[config.mk]
export PLATFORM = sky130hd
export DESIGN_NAME = sm83_flags_ctrl
export DESIGN_NICKNAME = d
export VERILOG_FILES = /design/src/rtl/sm83_flags_ctrl.sv
export SDC_FILE = /design/constraint.sdc
export NUM_CORES = 1
export LEC_CHECK = 0
export BUFFER_PORTS_ARGS = -buffer_cell sky130_fd_sc_hd__buf_2
export CORE_MARGIN = 2
export CORE_UTILIZATION = 40
export CTS_CLUSTER_SIZE = 30
export DETAILED_ROUTE_END_ITERATION = 12
export PLACE_DENSITY = 0.75
export SLEW_MARGIN = 20
export SYNTH_ARGS = -nofsm -noshare
export SYNTH_HDL_FRONTEND = slang
export SYNTH_SLANG_ARGS = --single-unit
[constraint.sdc]
create_clock -name clk_i -period 1.6 [get_ports clk_i]
set_input_delay 0.16 -clock clk_i [delete_from_list [all_inputs] [get_ports clk_i]]
set_output_delay 0.16 -clock clk_i [all_outputs]
set_load 0.02 [all_outputs]
[src/rtl/sm83_flags_ctrl.sv]
// Flag-update sequencer: turns a decoded flag-affecting operation into the
// per-cycle write/select strobes consumed by the ALU flags register, and owns
// the secondary-carry selection state.
//
// state | meaning
// IDLE  | no operation in flight, ready to accept
// STEP1 | first strobe cycle of the latched operation
// STEP2 | second strobe cycle (ADD16 high byte, DAA flag write-back)
module sm83_flags_ctrl #(
    parameter int OP_W = 3
) (
    input  logic            clk_i,
    input  logic            reset_i,
    input  logic            op_valid_i,
    input  logic [OP_W-1:0] op_i,
    output logic            op_ready_o,
    input  logic            hold_i,
    output logic            done_o,
    output logic            flags_bus_o,
    output logic            flags_alu_o,
    output logic            zero_we_o,
    output logic            zero_clr_o,
    output logic            half_carry_we_o,
    output logic            daa_carry_we_o,
    output logic            neg_we_o,
    output logic            neg_set_o,
    output logic            neg_clr_o,
    output logic            carry_we_o,
    output logic            sec_carry_we_o,
    output logic            sec_carry_sh_o,
    output logic            sec_carry_daa_o,
    output logic            sec_carry_sel_o
);

    localparam logic [OP_W-1:0] OP_ADD   = OP_W'(0);
    localparam logic [OP_W-1:0] OP_SUB   = OP_W'(1);
    localparam logic [OP_W-1:0] OP_INC   = OP_W'(2);
    localparam logic [OP_W-1:0] OP_DEC   = OP_W'(3);
    localparam logic [OP_W-1:0] OP_POPAF = OP_W'(4);
    localparam logic [OP_W-1:0] OP_ADD16 = OP_W'(5);
    localparam logic [OP_W-1:0] OP_DAA   = OP_W'(6);
    localparam logic [OP_W-1:0] OP_SHIFT = OP_W'(7);

    typedef enum logic [1:0] {
        ST_IDLE  = 2'd0,
        ST_STEP1 = 2'd1,
        ST_STEP2 = 2'd2
    } state_t;

    state_t          state_q, state_d;
    logic [OP_W-1:0] op_q, op_d;
    logic            sec_sel_q, sec_sel_d;

    logic two_step;
    logic final_step;
    logic op_ready;
    logic accept;
    logic active;

    // Handshake: ready in IDLE or on an unstalled final step, so ops can
    // issue back to back without a bubble.
    always_comb begin
        two_step   = (op_q == OP_ADD16) || (op_q == OP_DAA);
        final_step = ((state_q == ST_STEP1) && !two_step) || (state_q == ST_STEP2);
        op_ready   = (state_q == ST_IDLE) || (final_step && !hold_i);
        accept     = op_valid_i && op_ready;
        active     = !hold_i && ((state_q == ST_STEP1) || (state_q == ST_STEP2));
    end

    assign op_ready_o = op_ready;

    // State register with synchronous reset.
    always_ff @(posedge clk_i) begin
        if (reset_i) begin
            state_q   <= ST_IDLE;
            op_q      <= '0;
            sec_sel_q <= 1'b0;
        end else begin
            state_q   <= state_d;
            op_q      <= op_d;
            sec_sel_q <= sec_sel_d;
        end
    end

    // Next-state: advance only when not stalled; carry-source selection
    // commits on the final step.
    always_comb begin
        state_d   = state_q;
        op_d      = op_q;
        sec_sel_d = sec_sel_q;
        case (state_q)
            ST_IDLE: begin
                if (accept) state_d = ST_STEP1;
            end
            ST_STEP1, ST_STEP2: begin
                if (!hold_i) begin
                    if (final_step) begin
                        state_d = accept ? ST_STEP1 : ST_IDLE;
                        case (op_q)
                            OP_SHIFT, OP_DAA:                   sec_sel_d = 1'b1;
                            OP_ADD, OP_SUB, OP_POPAF, OP_ADD16: sec_sel_d = 1'b0;
                            default:                            sec_sel_d = sec_sel_q;
                        endcase
                    end else begin
                        state_d = ST_STEP2;
                    end
                end
            end
            default: state_d = ST_IDLE;
        endcase
        if (accept) op_d = op_i;
    end

    // Moore strobe decode from state and latched op; a stall masks everything.
    always_comb begin
        flags_bus_o     = 1'b0;
        flags_alu_o     = 1'b0;
        zero_we_o       = 1'b0;
        zero_clr_o      = 1'b0;
        half_carry_we_o = 1'b0;
        daa_carry_we_o  = 1'b0;
        neg_we_o        = 1'b0;
        neg_set_o       = 1'b0;
        neg_clr_o       = 1'b0;
        carry_we_o      = 1'b0;
        sec_carry_we_o  = 1'b0;
        sec_carry_sh_o  = 1'b0;
        sec_carry_daa_o = 1'b0;
        done_o          = active && final_step;
        if (active && (state_q == ST_STEP1)) begin
            case (op_q)
                OP_ADD, OP_SUB: begin
                    flags_alu_o     = 1'b1;
                    zero_we_o       = 1'b1;
                    half_carry_we_o = 1'b1;
                    daa_carry_we_o  = 1'b1;
                    neg_we_o        = 1'b1;
                    neg_set_o       = (op_q == OP_SUB);
                    neg_clr_o       = (op_q == OP_ADD);
                    carry_we_o      = 1'b1;
                end
                OP_INC, OP_DEC: begin
                    flags_alu_o     = 1'b1;
                    zero_we_o       = 1'b1;
                    half_carry_we_o = 1'b1;
                    neg_we_o        = 1'b1;
                    neg_set_o       = (op_q == OP_DEC);
                    neg_clr_o       = (op_q == OP_INC);
                end
                OP_POPAF: begin
                    flags_bus_o     = 1'b1;
                    zero_we_o       = 1'b1;
                    half_carry_we_o = 1'b1;
                    neg_we_o        = 1'b1;
                    carry_we_o      = 1'b1;
                end
                OP_ADD16: begin
                    sec_carry_we_o  = 1'b1;
                end
                OP_DAA: begin
                    sec_carry_we_o  = 1'b1;
                    sec_carry_daa_o = 1'b1;
                end
                default: begin
                    flags_alu_o     = 1'b1;
                    zero_we_o       = 1'b1;
                    neg_we_o        = 1'b1;
                    neg_clr_o       = 1'b1;
                    sec_carry_we_o  = 1'b1;
                    sec_carry_sh_o  = 1'b1;
                end
            endcase
        end else if (active && (state_q == ST_STEP2)) begin
            if (op_q == OP_ADD16) begin
                flags_alu_o     = 1'b1;
                half_carry_we_o = 1'b1;
                neg_we_o        = 1'b1;
                neg_clr_o       = 1'b1;
                carry_we_o      = 1'b1;
            end else begin
                flags_alu_o     = 1'b1;
                zero_we_o       = 1'b1;
                half_carry_we_o = 1'b1;
            end
        end
    end

    // The high byte of ADD16 always consumes the low-byte carry, even while
    // stalled, so the carry mux stays steady across the stall.
    always_comb begin
        sec_carry_sel_o = sec_sel_q;
        if ((state_q == ST_STEP2) && (op_q == OP_ADD16)) sec_carry_sel_o = 1'b1;
    end

endmodule
# Word level (Yosys, flattened, before mapping)
# Cells that the tools add are included.
totals:
  reg_bits: 6
  input_bits: 7
op_classes:
  n_eq_ne: 11
  mux: 35
  bitwise_logic: 1
  n_reduce_logical: 29
ops:
  columns: ["operator", "n"]
  rows:
  - ["1-bit 2-to-1 mux", 28]
  - ["3-bit == test, second input constant", 4]
  - ["2-bit OR reduction", 5]
  - ["1-bit logical AND", 8]
  - ["7-bit OR reduction", 1]
  - ["3-bit by 2-bit == test with 1-bit output, second input constant", 2]
  - ["2-bit 2-to-1 mux", 3]
  - ["3-bit OR reduction", 2]
  - ["5-bit OR reduction", 1]
  - ["1-bit logical OR", 4]
  - ["2-bit inequality test, second input constant", 2]
  - ["1-bit one-hot mux with 2 select lines", 2]
  - ["2-bit one-hot mux with 2 select lines", 1]
  - ["4-bit AND reduction", 1]
  - ["4-bit OR reduction", 1]
  - ["3-bit by 1-bit == test with 1-bit output, second input constant", 1]
  - ["3-bit zero test", 1]
  - ["1-bit one-hot mux with 3 select lines", 1]
  - ["2-bit by 1-bit == test with 1-bit output, second input constant", 1]
  - ["2-bit == test, second input constant", 1]
  - ["1-bit zero test", 2]
  - ["2-bit zero test", 1]
  - ["2-bit AND reduction", 1]
  - ["2-bit nonzero test", 1]
  - ["1-bit inverter", 1]

# Depth between registers and ports, before layout
# Gate-level depths: netlist (run 1).
depth:
  ltp_word: 12
  depth_mapped: 6

# Least setup slack after synthesis (run 1)
# Ideal clock, no wire load.
synth_path:
  path_kind: "reg2out"
  from: "reg state_q[0]"
  to: "out neg_we_o"
  t_arrival_ps: 1640
  required_ps: 1440
  slack_ps: -200
  stages_incl_launch_ff: 7
  cell_sequence: "dfxtp_1 -> inv_1 -> ha_1 -> nand4bb_1 -> nor2_1 -> nor2_1 -> o21ai_0"
synth_between:
  elab_chain_len: 6
  word_cells_on_any_way: 8
synth_lines:
  columns: ["item", "line", "source"]
  rows:
  - ["start, declared", "50", "state_t state_q, state_d;"]
  - ["start signal, assigned", "79", "state_q <= state_d;"]
  - ["2-bit by 1-bit == test with 1-bit output / 2-bit == test (equally long branches)", "67, 130, 173", null]
  - ["1-bit logical OR", "67", "active = !hold_i && ((state_q == ST_STEP1) || (state_q == ST_STEP2));"]
  - ["1-bit logical AND", "67", null]
  - ["1-bit logical AND", "173", "end else if (active && (state_q == ST_STEP2)) begin"]
  - ["1-bit 2-to-1 mux", "173", null]
  - ["1-bit 2-to-1 mux *", "130", "if (active && (state_q == ST_STEP1)) begin"]
  - ["end, declared", "25", "output logic neg_we_o,"]
# Every way passes the cells marked *; elsewhere a longest branch is shown, timed or not.

# Worst setup path after layout (run 1)
layout_path:
  from: "reg state_q[0]"
  to: "out zero_we_o"
layout_between:
  elab_chain_len: 6
  word_cells_on_any_way: 8
layout_lines:
  columns: ["item", "line", "source"]
  rows:
  - ["2-bit by 1-bit == test with 1-bit output / 2-bit == test (equally long branches)", "67, 130, 173", null]
  - ["1-bit logical OR", "67", null]
  - ["1-bit logical AND", "67", null]
  - ["1-bit logical AND", "173", null]
  - ["1-bit 2-to-1 mux", "173", null]
  - ["1-bit 2-to-1 mux *", "130", null]
  - ["end, declared", "21", "output logic zero_we_o,"]
# Marks and branches as above.

==> results of run 1 <==
[metrics by stage]
stage / worst slack, ps / hold slack, ps
after floorplan: -64.6 / 232
after global placement: -52.2 / 397
after detailed placement: -63.6 / 400
after CTS: -122 / 147
after global routing: -258 / 156
final: -152 / 149
[worst max path at each step]
stage               startpoint        end  cells after the start  slack (ps)
floorplan           state_q[0]  zero_we_o                      6         -60
global placement    state_q[0]  zero_we_o                      7         -50
detailed placement  state_q[0]  zero_we_o                      7         -60
CTS                 state_q[0]  zero_we_o                      7        -120
global route        state_q[0]  zero_we_o                      7        -260
finish              state_q[0]  zero_we_o                      7        -150
[worst max-delay path, cell delays in order, from the launching register on]
cell	delay (ps)
dfxtp_4	370
inv_4	50
ha_4	280
nand4bb_4	150
nand3_2	90
o21ai_1	60
a22oi_1	170
buf_4	180
[repair_timing]
action                     in CTS  in global routing
resized for setup              32                 22
setup buffers                   3                  3
setup endpoints to repair      18                 21
pin swaps                       9                  9
[layout by cell type, fill, tap and decap left out, types with 2 or more instances in the layout]
master     n
mux2i_1    3
a211oi_2   2
buf_4     16
dfxtp_1    4
a21oi_1    3
buf_2     11
nand2_1    6
nor2_1     7
inv_1      6
ha_4       3
and3_1     2
dfxtp_4    2
o21ai_1    3
nor3_1     3
clkbuf_4   3
inv_4      2
buf_6     11
[report_power, final]
| group | leakage, nW | switching, mW | internal [mW] |
|---|---|---|---|
| Clock | 0.0138 | 0.0541 | 0.0848 |
| Sequential | 0.0506 | 0.0620 | 0.203 |
| Combinational | 0.428 | 0.690 | 0.707 |
[area by class of cell]
| cell class | count | share of cell area [%] |
|---|---|---|
| multi-input combinational | 60 | 52.4 |
| timing repair buffer | 38 | 28.3 |
| sequential | 6 | 12.1 |
| inverter | 8 | 3.32 |
| clock buffer | 3 | 2.13 |
| tap | 15 | 1.78 |
[sequential cells by signal (all words and copies together) (netlist names)]
register   flops
sec_sel_q      1
op_q           3
state_q        2
[layer usage]
metal	wire [um]	vias up	track usage, %
met3	88	4	5.11
met4	36	0	5.63
met2	1040	26	40.0
met1	822	325	23.9
met5	0	-	0
li1	-	350	-
[cells by family after synthesis]
logic type / Yosys count / synth area share [%]
and+or+nand+nor: 30 / 26.0
DFF: 6 / 20.0
muxes: 3 / 5.00
other: 1 / 0.624
xor gates and xnor gates: 1 / 2.71
AOI/OAI and AO/OA: 21 / 25.0
buffers and inverters: 12 / 12.3
adders and majority gates: 4 / 8.33
==> flow_summary.ini, run 1 <==
[yosys]
synth_top_cell_area_share_pct = 20.0
ys_warn_count = 0
syn_area_um2 = 601
yosysMostFrequentCell = nor2_1
netlist-cell-type-count = 33
synthCells = 78
ys.flop_type = dfxtp_1
syn_avg_cell_area_um2 = 7.70
netlist_top_cells_count = nor2_1, inv_1, dfxtp_1, nand2_1, o21ai_0
ys_seq_elements = 6
synth_edf_count = 0
synth.largest_area_cell = dfxtp_1
synth-seq-area-share_pct = 20.0
async_reset_ff_share_pct = 0
ys_top_cells_by_area = dfxtp_1, ha_1, nor2_1, mux2i_1, inv_1
synth_nets = 89

[global_route]
grt_first_pass_wirelength_mm = 3.04
grt_use_total_pct = 21.5
antenna_found_initial = 0
grt_overflow = 0
grt_pass1_vias = 687
grt_max_degree = 13

[critical_path]
crit_type = flop to output port
path_max_fanout = 6
startpoint_type = flop
cp.required_ps = 1440
crit_arrival_ps = 1590
ff2ff_setup_slack_ps = 0
r2r_cells = 9
timing.rr.end = sec_sel_q
r2r-start = state_q[0]
endpoint_kind = output port

[floorplanning]
core_mm2 = 0.00135
die-height_um = 42.8
initial_core_util_pct = 44.5
die_w_um = 42.8
die-area_mm2 = 0.00183
io_pins = 23
row_count = 13

[timing]
finalSetupViolations = 10
fmax_mhz = 571
final.setup.tns_ps = -863
fin_crit_ps = 1750
fin_skew_ps = 0.975
rsz0062_at_grt = yes
setup_slack_ps = -152
final_hold_viol_count = 0
finalCritPeriodShare_pct = 109
maxSlewViolCount = 0

[detailed_routing]
ant_nets = 0
drcViolationCount = 0
routed-via-count = 705
drt_wl_total_mm = 1.99
drt_iter0_drc = 13
viasPerCell = 5.42
dr.pass1.iters = 4
wl_per_cell_um = 15.3

[pwr]
p_leak_nw = 0.492
power_density_mw_per_mm2 = 1710
p_total_mw = 1.80
vdd_drop_max_v = 0.00149

[cells_and_area]
final_cell_area_mm2 = 0.00106
final_util_pct = 78.2
layoutNonFillerInstCount = 130
syn2layout_area_growth_pct = 75.8
diodes = 0
ff_latch_area_um2 = 128
final_layout_size_suffix_gt1_share_pct = 58.3
multi_input_area_um2 = 553
fill_cells = 85
fin_nets = 128

[clock_tree]
cts-root-buf = clkbuf_4
cts.reportedPaths.clkPinSlew_ps = 50
cts_tree = built
cts_sinks = 6
cts_buffers = 3
clockBufferDepth = 2
h-tree-depth = 1
clk_latency_ps = 240
ctsHoldBuffers = 0

[status]
failed_checks = setup timing
status = finished, violations left

[worst_hold_path]
hold_start = op_i[2]
whs_endpoint = op_q[2]
hold_depth = 3
hold_class = primary input to flop

[job]
max-cap-violations = 0

[placement]
dp.cells = 121
post-dp-hpwl_mm = 1.23
port-buffer-count = 21
dpl_cell_area_um2 = 769
gp_congestion = 0.886
Power figures use the tool's default switching activity.
==> run 2, diff against run 1 <==
--- a/config.mk
+++ b/config.mk
@@ -7,11 +7,13 @@
 export LEC_CHECK = 0
 export BUFFER_PORTS_ARGS = -buffer_cell sky130_fd_sc_hd__buf_2
 export CORE_MARGIN = 2
-export CORE_UTILIZATION = 40
+export CORE_UTILIZATION = 30
 export CTS_CLUSTER_SIZE = 30
 export DETAILED_ROUTE_END_ITERATION = 12
-export PLACE_DENSITY = 0.75
+export PLACE_DENSITY = 0.61
+export REMOVE_ABC_BUFFERS = 1
 export SLEW_MARGIN = 20
 export SYNTH_ARGS = -nofsm -noshare
 export SYNTH_HDL_FRONTEND = slang
 export SYNTH_SLANG_ARGS = --single-unit
+export TNS_END_PERCENT = 30
==> flow_summary.ini, run 2 (synthesis gave the netlist of run 1 again) <==
[critical_path]
crit_type = flop to output port
path_max_fanout = 5
cp.required_ps = 1440
endpoint_kind = output port
crit_arrival_ps = 1570
startpoint_type = flop

[cells_and_area]
diodes = 0
mostFrequentLayoutCell = buf_4
largest-register = op_q
reg.largest.list = op_q x3, state_q x2, sec_sel_q x1
final_layout_size_suffix_gt1_share_pct = 54.1
final_cell_mix = buf_4, buf_2, inv_1, nand2_1, nor2_1
largest_reg_flops = 3
fin_nets = 124
final_util_pct = 49.9
syn2layout_area_growth_pct = 59.8

[global_route]
grt_overflow = 0
grtUsageMet3_pct = 1.85
grt_pass1_vias = 660
grt_max_degree = 13
use_met2_pct = 24.4
met1_usage_pct = 18.4
antenna_found_initial = 0
grt_first_pass_wirelength_mm = 2.78
grt_use_total_pct = 15.1
busiest_layer = met2

[timing]
maxSlewViolCount = 0
fin_skew_ps = 5.00
finalCritPeriodShare_pct = 108
finalSetupViolations = 13
setup_slack_ps = -133
fmax_mhz = 577
final_hold_viol_count = 0
fin_crit_ps = 1730
rsz0062_at_grt = yes

[floorplanning]
io_pins = 23
die_w_um = 48.7
die-area_mm2 = 0.00238
core_mm2 = 0.00192
die-height_um = 48.7
row_count = 16
initial_core_util_pct = 31.3

[pwr]
switchingPower_mw = 0.691
internal_power_mw = 0.818
vdd_drop_max_v = 0.000875
swShare_pct = 45.8
comb_power_share_pct = 73.5
p_leak_nw = 0.445
clkPwrFrac_pct = 9.6
power_frac_seq_pct = 17.0
power_density_mw_per_mm2 = 1570

[clock_tree]
clockBufferDepth = 2
cts_sinks = 6
clk_latency_ps = 250
ctsHoldBuffers = 0
h-tree-depth = 1
cts-root-buf = clkbuf_4
cts.reportedPaths.clkPinSlew_ps = 50
cts_tree = built
cts_buffers = 3

[detailed_routing]
routed-via-count = 678
drt_iter0_drc = 11
wl_per_cell_um = 12.0
dr.pass1.iters = 4
ant_nets = 0
drt_wl_total_mm = 1.65
drcViolationCount = 0
viasPerCell = 4.91

[placement]
gp_congestion = 0.777
dpl_worst_slack_ps = -95.1
post-dp-hpwl_mm = 1.17
port-buffer-count = 21

[worst_hold_path]
hold_class = primary input to flop

[status]
failed_checks = setup timing
status = finished, violations left

[job]
max-cap-violations = 0
run 2: changes by cell type in the layout (fill, tap and decap cells not counted), sizes merged:
cell | previous run | this run
buf | 38 | 34
run 2: worst paths after layout:
check / startpoint / end / slack (ps) / cells after the start
worst max-delay path: state_q[0] / neg_we_o / -130 / 7
worst min-delay path: op_i[2] / op_q[2] / 140 / 3
worst max register to register: state_q[0] / sec_sel_q / 40 / 8
worst min register to register: sec_sel_q / sec_sel_q / 510 / 2
run 2: routing by layer:
metal	up-vias	part of all wire [%]
met5	-	0
met4	0	3.5
met2	25	49
met3	8	4.1
li1	342	-
met1	303	43
run 2: stage by stage:
| step | TNS (ps) | cells | hold WS, ps | cell area, um2 | total power, mW |
|---|---|---|---|---|---|
| floorplan | -313 | 74 | 232 | 557 | 0.761 |
| global placement | 0 | 131 | 389 | 763 | 1.04 |
| detailed placement | -188 | 131 | 401 | 763 | 1.06 |
| CTS | -993 | 136 | 133 | 910 | 1.44 |
| global route | -2300 | 138 | 177 | 960 | 1.63 |
| finish | -881 | 138 | 141 | 960 | 1.51 |
run 2: power by group through the flow:
stage,Clock [mW],Sequential [mW],Combinational (mW)
final,0.144,0.256,1.11
after global routing,0.163,0.267,1.20
after CTS,0.153,0.256,1.03
after detailed placement,0,0.238,0.819
after global placement,0,0.234,0.808
after floorplan,0,0.245,0.516
run 2: critical path, stage by stage (launching register included):
cell and delay [ps]:
dfxtp_4 360, inv_4 50, ha_4 270, nand4bb_4 170
nor2_2 130, nor2_1 60, o21ai_1 120, buf_4 160
run 2: layout make-up:
class                           count  area (um2)
Sequential cell                     6         126
Tap cell                           27        33.8
Inverter                            8        32.5
Multi-Input combinational cell     60         500
Timing Repair Buffer               34         244
Clock buffer                        3        22.5
Fill cell                         202         962
run 2: repair_timing:
action                     4_1_cts  5_1_grt
pin swaps                       10        7
setup endpoints to repair       15       21
setup buffers                    2        2
resized for setup               30       12
